$ cat src/rtl/ph_fifo_bank_if.sv
// Parasite-write / host-read bus bundle for the ph_fifo_bank register bank.
// The master side drives writes, pops, selects, mode and flush; the slave side is the bank.
interface ph_fifo_bank_if #(
    parameter int NCHAN = 4,
    parameter int WIDTH = 8,
    parameter int CW    = 2
);
    logic                  p_wr;
    logic [NCHAN-1:0]      p_sel;
    logic [WIDTH-1:0]      p_data;
    logic                  h_rd;
    logic [NCHAN-1:0]      h_sel;
    logic                  one_byte_mode;
    logic [NCHAN-1:0]      flush;
    logic [WIDTH-1:0]      h_data;
    logic [NCHAN-1:0]      h_data_available;
    logic                  h_zero_bytes_available;
    logic [NCHAN-1:0]      p_full;
    logic [NCHAN-1:0]      p_overflow;
    logic [NCHAN*CW-1:0]   h_count;

    modport master (
        output p_wr, p_sel, p_data, h_rd, h_sel, one_byte_mode, flush,
        input  h_data, h_data_available, h_zero_bytes_available, p_full, p_overflow, h_count
    );

    modport slave (
        input  p_wr, p_sel, p_data, h_rd, h_sel, one_byte_mode, flush,
        output h_data, h_data_available, h_zero_bytes_available, p_full, p_overflow, h_count
    );
endinterface

$ cat src/rtl/ph_fifo_bank.sv
// Parasite-to-host bank of NCHAN independent first-word-fall-through FIFOs with
// fill counts, sticky overflow, flush, and one-byte/two-byte mode on channel ZB_CHAN.
module ph_fifo_bank #(
    parameter int NCHAN   = 4,
    parameter int WIDTH   = 8,
    parameter int DEPTH   = 2,
    parameter int CW      = 2,
    parameter int ZB_CHAN = 2
) (
    input  logic            h_phi2,
    input  logic            h_rst_b,
    ph_fifo_bank_if.slave   bus
);
    localparam int PW = (DEPTH > 1) ? $clog2(DEPTH) : 1;
    localparam logic [CW-1:0] DEPTH_C = CW'(DEPTH);
    localparam logic [CW-1:0] ONE_C   = CW'(1);
    localparam logic [CW-1:0] TWO_C   = CW'(2);
    localparam logic [PW-1:0] LAST_P  = PW'(DEPTH - 1);

    logic                 mode_q;
    logic                 mode_change;
    logic [NCHAN-1:0]     wr_sel;
    logic [NCHAN-1:0]     rd_sel;
    logic [CW-1:0]        count [NCHAN];
    logic [WIDTH-1:0]     head  [NCHAN];

    // Multi-hot selects collapse to their lowest set bit.
    assign wr_sel      = bus.p_sel & (~bus.p_sel + NCHAN'(1));
    assign rd_sel      = bus.h_sel & (~bus.h_sel + NCHAN'(1));
    assign mode_change = bus.one_byte_mode != mode_q;

    always_ff @(posedge h_phi2 or negedge h_rst_b) begin
        if (!h_rst_b) begin
            mode_q <= 1'b0;
        end else begin
            mode_q <= bus.one_byte_mode;
        end
    end

    for (genvar ch = 0; ch < NCHAN; ch++) begin : g_chan
        localparam bit IS_ZB = (ch == ZB_CHAN);

        logic [WIDTH-1:0] mem [DEPTH];
        logic [PW-1:0]    wptr;
        logic [PW-1:0]    rptr;
        logic [CW-1:0]    cnt;
        logic [CW-1:0]    cap;
        logic             full;
        logic             clr;
        logic             do_pop;
        logic             do_push;
        logic             ovf;

        assign cap  = (IS_ZB && bus.one_byte_mode) ? ONE_C : DEPTH_C;
        assign full = cnt >= cap;
        assign clr  = bus.flush[ch] | (IS_ZB & mode_change);

        // A pop on a full channel frees the slot that a same-cycle push then takes.
        assign do_pop  = bus.h_rd & rd_sel[ch] & (cnt != '0) & ~clr;
        assign do_push = bus.p_wr & wr_sel[ch] & (~full | do_pop) & ~clr;

        always_ff @(posedge h_phi2 or negedge h_rst_b) begin
            if (!h_rst_b) begin
                wptr <= '0;
                rptr <= '0;
                cnt  <= '0;
                ovf  <= 1'b0;
            end else if (clr) begin
                wptr <= '0;
                rptr <= '0;
                cnt  <= '0;
                ovf  <= 1'b0;
            end else begin
                if (do_push) begin
                    wptr <= (wptr == LAST_P) ? '0 : wptr + PW'(1);
                end
                if (do_pop) begin
                    rptr <= (rptr == LAST_P) ? '0 : rptr + PW'(1);
                end
                if (do_push && !do_pop) begin
                    cnt <= cnt + ONE_C;
                end else if (do_pop && !do_push) begin
                    cnt <= cnt - ONE_C;
                end
                if (bus.p_wr && wr_sel[ch] && !do_push) begin
                    ovf <= 1'b1;
                end
            end
        end

        always_ff @(posedge h_phi2) begin
            if (h_rst_b && do_push) begin
                mem[wptr] <= bus.p_data;
            end
        end

        assign head[ch]  = mem[rptr];
        assign count[ch] = cnt;

        assign bus.h_count[ch*CW +: CW] = cnt;
        assign bus.p_full[ch]           = full;
        assign bus.p_overflow[ch]       = ovf;
        // In two-byte mode the ZB channel reports ready only once a full pair is held.
        assign bus.h_data_available[ch] = IS_ZB ? (bus.one_byte_mode ? (cnt >= ONE_C) : (cnt >= TWO_C))
                                                : (cnt != '0);
    end

    assign bus.h_zero_bytes_available = (count[ZB_CHAN] == '0);

    always_comb begin
        bus.h_data = '0;
        for (int i = 0; i < NCHAN; i++) begin
            if (rd_sel[i] && count[i] != '0) begin
                bus.h_data = head[i];
            end
        end
    end
endmodule
$ cat src/flat_wrapper.sv
// flat-port wrapper written by rule: the top's interface ports become plain ports
module ph_fifo_bank_flat 
#(
    parameter int NCHAN   = 4,
    parameter int WIDTH   = 8,
    parameter int DEPTH   = 2,
    parameter int CW      = 2,
    parameter int ZB_CHAN = 2
)
  (h_phi2, h_rst_b, bus_p_wr, bus_p_sel, bus_p_data, bus_h_rd, bus_h_sel, bus_one_byte_mode, bus_flush, bus_h_data, bus_h_data_available, bus_h_zero_bytes_available, bus_p_full, bus_p_overflow, bus_h_count);
  ph_fifo_bank_if #(.NCHAN(NCHAN), .WIDTH(WIDTH), .CW(CW)) bus_i ();
  input  logic h_phi2;
  input  logic h_rst_b;
  input wire logic [$bits(bus_i.p_wr)-1:0] bus_p_wr;
  input wire logic [$bits(bus_i.p_sel)-1:0] bus_p_sel;
  input wire logic [$bits(bus_i.p_data)-1:0] bus_p_data;
  input wire logic [$bits(bus_i.h_rd)-1:0] bus_h_rd;
  input wire logic [$bits(bus_i.h_sel)-1:0] bus_h_sel;
  input wire logic [$bits(bus_i.one_byte_mode)-1:0] bus_one_byte_mode;
  input wire logic [$bits(bus_i.flush)-1:0] bus_flush;
  output wire logic [$bits(bus_i.h_data)-1:0] bus_h_data;
  output wire logic [$bits(bus_i.h_data_available)-1:0] bus_h_data_available;
  output wire logic [$bits(bus_i.h_zero_bytes_available)-1:0] bus_h_zero_bytes_available;
  output wire logic [$bits(bus_i.p_full)-1:0] bus_p_full;
  output wire logic [$bits(bus_i.p_overflow)-1:0] bus_p_overflow;
  output wire logic [$bits(bus_i.h_count)-1:0] bus_h_count;
  assign bus_i.p_wr = bus_p_wr;
  assign bus_i.p_sel = bus_p_sel;
  assign bus_i.p_data = bus_p_data;
  assign bus_i.h_rd = bus_h_rd;
  assign bus_i.h_sel = bus_h_sel;
  assign bus_i.one_byte_mode = bus_one_byte_mode;
  assign bus_i.flush = bus_flush;
  assign bus_h_data = bus_i.h_data;
  assign bus_h_data_available = bus_i.h_data_available;
  assign bus_h_zero_bytes_available = bus_i.h_zero_bytes_available;
  assign bus_p_full = bus_i.p_full;
  assign bus_p_overflow = bus_i.p_overflow;
  assign bus_h_count = bus_i.h_count;
  ph_fifo_bank #(.NCHAN(NCHAN), .WIDTH(WIDTH), .DEPTH(DEPTH), .CW(CW), .ZB_CHAN(ZB_CHAN)) u_core (.h_phi2(h_phi2), .h_rst_b(h_rst_b), .bus(bus_i));
endmodule
$ cat config.mk
export PLATFORM = sky130hd
export DESIGN_NAME = ph_fifo_bank_flat
export DESIGN_NICKNAME = d
export VERILOG_FILES = /design/src/rtl/ph_fifo_bank_if.sv /design/src/rtl/ph_fifo_bank.sv /design/src/flat_wrapper.sv
export SDC_FILE = /design/constraint.sdc
export NUM_CORES = 1
export LEC_CHECK = 0
export CAP_MARGIN = 20
export CORE_UTILIZATION = 30
export CTS_CLUSTER_DIAMETER = 120
export DETAILED_ROUTE_END_ITERATION = 10
export DONT_BUFFER_PORTS = 1
export GPL_TIMING_DRIVEN = 1
export SLEW_MARGIN = 15
export SYNTH_ARGS = -nofsm -noshare
export SYNTH_HDL_FRONTEND = slang
export SYNTH_SLANG_ARGS = --single-unit
$ cat constraint.sdc
create_clock -name h_phi2 -period 2.6 [get_ports h_phi2]
set_input_delay 0.52 -clock h_phi2 [delete_from_list [all_inputs] [get_ports h_phi2]]
set_output_delay 0.52 -clock h_phi2 [all_outputs]
set_load 0.05 [all_outputs]
==> metrics.md <==
| Metric | Value |
|---|---|
| Status | complete, no violations |
| Final ANT Viol Nets | 0 |
| Clk root buf | clkbuf_16 |
| Crit Path Class | reg -> out |
| Area delta synth->final | 16.7% |
| Final Core Density | 36.5% |
| Fin crit period | between 2 and 2.5 ns |
| Setup Skew | approximately 0.0075 ns |
| Crit path arrival time | between 1.5 and 2 ns |
| Port Buffers | 0 |
| Antenna violations before repair | 0 |
| Synth warn | 0 |
| Via count | between 2000 and 2500 |
| Synth Instances | 271 |
| Syn nets | 302 |
| Critical path's top delay family | simple AND/OR/NAND/NOR gates |
| Clk_lat worst skew | 0.33 ns |
| Row count | 40 |
| Pwr/cell area | 656 mW/mm² |
| Worst-case clock buffer depth | 2 |
| Register area share after synthesis | approximately 64% |
| Synthesized area | 0.00382 mm² |
| Post-synthesis mux area share | 10.0% |
| Synth Area in Compound Gates | under 10% |
| Initial cell density of the core | 31.3% |
| DRC | 0 |
| Mean Syn Cell Area | 14.1 µm² |
| Number of diodes | 0 |
| Setup crit start kind | flop |
| CTS buffer count | 9 |
| Worst-Margin Slew | 0.616 ns |
| Final hold slack | 0.211 ns |
| Top Ports | 54 |
| Layout cells sized above 1 | around a quarter |
| Iteration-0 DRC Markers | about 100 |
| Hpwl dp | about 5800 µm |
| Final slew viol count | 0 |
| Placeable Area | 0.0122 mm² |
| CTS tree | done |
| #FFs+latches synth | 85 |
| GRT Overall Usage | about 13% |
| Nets@finish | about 320 |
| Dpl cell area | 0.00412 mm² |
| Buf/Inv on CP | 1 |
| Slowest CP cell | dfrtp_1 |
| Area share of xor/xnor cells in the synthesized design | 2.06% |
| Netlist cell types | 45 |
| Worst-path cell chain | or2_2 > nand2_1 > o22ai_1 > a211o_2 > buf_12 |
| First-pass GRT wire length | 12600 µm |
| Total grt overflow | 0 |
| Final hold vios | 0 |
| Routed WL | approximately 8000 µm |
| Max-Cap Viols | 0 |
| Number of synthesized flops with an enable pin | 64 |
| Async SR Flop Fraction | 24.7% |
| Pin count of the biggest net entering global routing | 22 |
| Width of the die | 115 µm |
| TritonCTS Sinks | 85 |
| Crit path max fanout | 8 |
| Worst Path Required | 2.08 ns |
| Rel. slew slack | between 50% and 60% |
| Post-Synth Adder-Cell Area | just under 2% |
| Fmax | 405 MHz |
| Chip Height | 115 µm |
| Maximum VDD drop | 0.240 mV |
| Leak pwr | 1.61 nW |
| Via/cell ratio | 4.90 |
| Setup-failing EPs final | 0 |
| GPL Wtd Cong | 0.763 |
| Setup TNS | 0 ns |
| Fin area | 0.00446 mm² |
| Post-Synth Simple-Gate Area | a little under an eighth |
| Max incr delay on CP | 0.37 ns |
| Main combinational cell family by area after synthesis | simple AND/OR/NAND/NOR gates |
| Htree depth | 3 |
| Number of global-route vias before repair | 2292 |
| Worst Hold Class | in -> reg |
| Top_reg_cell synth | edfxtp_1 |
| DIE AREA | 0.0132 mm² |
| Clock transition at the registers of the reported paths | 0.06 ns |
| Endpoint type of the worst setup path | output port |
| Crit share post-route | 95.1% |
| 1st-pass router iterations | 4 |
| Routed WL per cell | 17.3 µm |
| RSZ-0062 raised after global routing | false |
-- registers in the layout, indices dropped and copies added, names as in the netlist --
register and flops:
u_core.g_chan.cnt 8, u_core.g_chan.mem 64, u_core.g_chan.ovf 4, u_core.g_chan.rptr 4, u_core.g_chan.wptr 4, u_core.mode_q 1
-- cell families after synthesis --
| logic type | count (synthesis) |
|---|---|
| AO/OA/AOI/OAI | 39 |
| XOR/XNOR | 9 |
| adder cells (fa/ha/maj) | 6 |
| buffers and inverters | 21 |
| flip-flops | 85 |
| multiplexers | 37 |
| AND/OR/NAND/NOR | 74 |
-- metal layers --
layer / up-vias / wire (µm) / global-route usage, %
li1: 1052 / - / -
met1: 1119 / 3540 / 16.5
met2: 68 / 3770 / 20.6
met5: - / 0 / 0
met3: 12 / 530 / 4.69
met4: 0 / 86 / 3.64
-- what timing repair did --
| item | in CTS | in global routing |
|---|---|---|
| endpoints found under the setup margin | 2 | 8 |
| hold endpoints to repair | 21 | 0 |
| resized for setup | 1 | 1 |
| hold buffers | 1 | 0 |
| pin swaps | 0 | 1 |
| setup buffers | 0 | 1 |
-- cells in the final DEF (no fill, tap or decap), types with 2 or more instances in the layout --
| cell | count |
|---|---|
| dfrtp_2 | 2 |
| nand3b_1 | 3 |
| mux2i_1 | 27 |
| a31oi_1 | 2 |
| buf_4 | 19 |
| a211o_2 | 9 |
| a21oi_1 | 10 |
| ha_1 | 5 |
| dfrtp_1 | 19 |
| clkinv_4 | 3 |
| inv_1 | 2 |
| nand2b_1 | 2 |
| edfxtp_1 | 64 |
| nand3_1 | 5 |
| a221oi_1 | 2 |
| o21ai_0 | 3 |
| nand2_1 | 8 |
| buf_12 | 3 |
| mux2_2 | 10 |
| or2_2 | 5 |
| xor2_1 | 7 |
| nor2_1 | 28 |
| o22ai_1 | 9 |
| clkbuf_16 | 9 |
| xnor2_1 | 2 |
| nor4bb_1 | 2 |
| nand4_1 | 3 |
| and4b_1 | 4 |
-- Yosys cell counts, types with 3 or more instances --
master / count / share of area [%]
edfxtp_1: 64 / 50
mux2i_1: 27 / 7.1
xor2_1: 7 / 1.6
a21oi_1: 10 / 1.3
ha_1: 6 / 2.0
mux2_2: 10 / 2.9
o22ai_1: 9 / 1.5
nand3b_1: 3 / 0.59
and4b_1: 4 / 1.0
dfrtp_1: 21 / 14
clkbuf_1: 7 / 0.69
or2_2: 5 / 0.82
nand3_1: 5 / 0.65
a211o_2: 9 / 2.4
nor2_1: 28 / 2.8
o21ai_0: 3 / 0.39
buf_4: 8 / 1.6
nand4_1: 3 / 0.49
nand2_1: 9 / 0.88
-- layout make-up --
cell class                      count  area (µm²)
Multi-Input combinational cell    165        1270
Tap cell                          168         210
Fill cell                        1209        7750
Timing Repair Buffer               24         228
Clock inverter                      6        72.6
Clock buffer                        9         225
Sequential cell                    85        2450
Inverter                            2        7.51
-- worst reg2reg max path: cells and delay by family (launching register included) --
kind                     cells  cell delay, ns
buffers and inverters        2            0.28
adder cells (fa/ha/maj)      1            0.22
AO/OA/AOI/OAI                1            0.16
AND/OR/NAND/NOR              3            0.93
flip-flops                   1            0.37
-- power by group --
part	internal, mW	switching (mW)	total (mW)
Clock	0.746	0.516	1.26
Sequential	1.48	0.0112	1.49
Combinational	0.0641	0.112	0.176
Total	2.29	0.640	2.93
-- stage by stage --
step | cells | total power [mW] | setup slack [ns]
final | 459 | 2.93 | 0.129
after global routing | 459 | 3.02 | 0.0218
after CTS | 457 | 2.95 | 0.0351
after detailed placement | 441 | 1.68 | -0.0222
after global placement | 441 | 1.68 | -0.0134
after floorplan | 271 | 1.65 | 0.0839
-- final timing paths --
kind	startpoint	to	slack, ns	depth (start not counted)
worst max-delay path	u_core.g_chan[1].cnt[0]	bus_h_data[1]	0.13	5
min in group asynchronous	h_rst_b	u_core.g_chan[2].ovf	0.64	1
max in group asynchronous	h_rst_b	u_core.g_chan[1].rptr	1.47	2
worst min register to register	u_core.g_chan[2].wptr	u_core.g_chan[2].wptr	0.56	2
worst min-delay path	bus_one_byte_mode	u_core.mode_q	0.21	0
worst max register to register	u_core.g_chan[2].cnt[0]	u_core.g_chan[2].mem[0][2]	0.30	7
(Power assumes the default switching activity.)
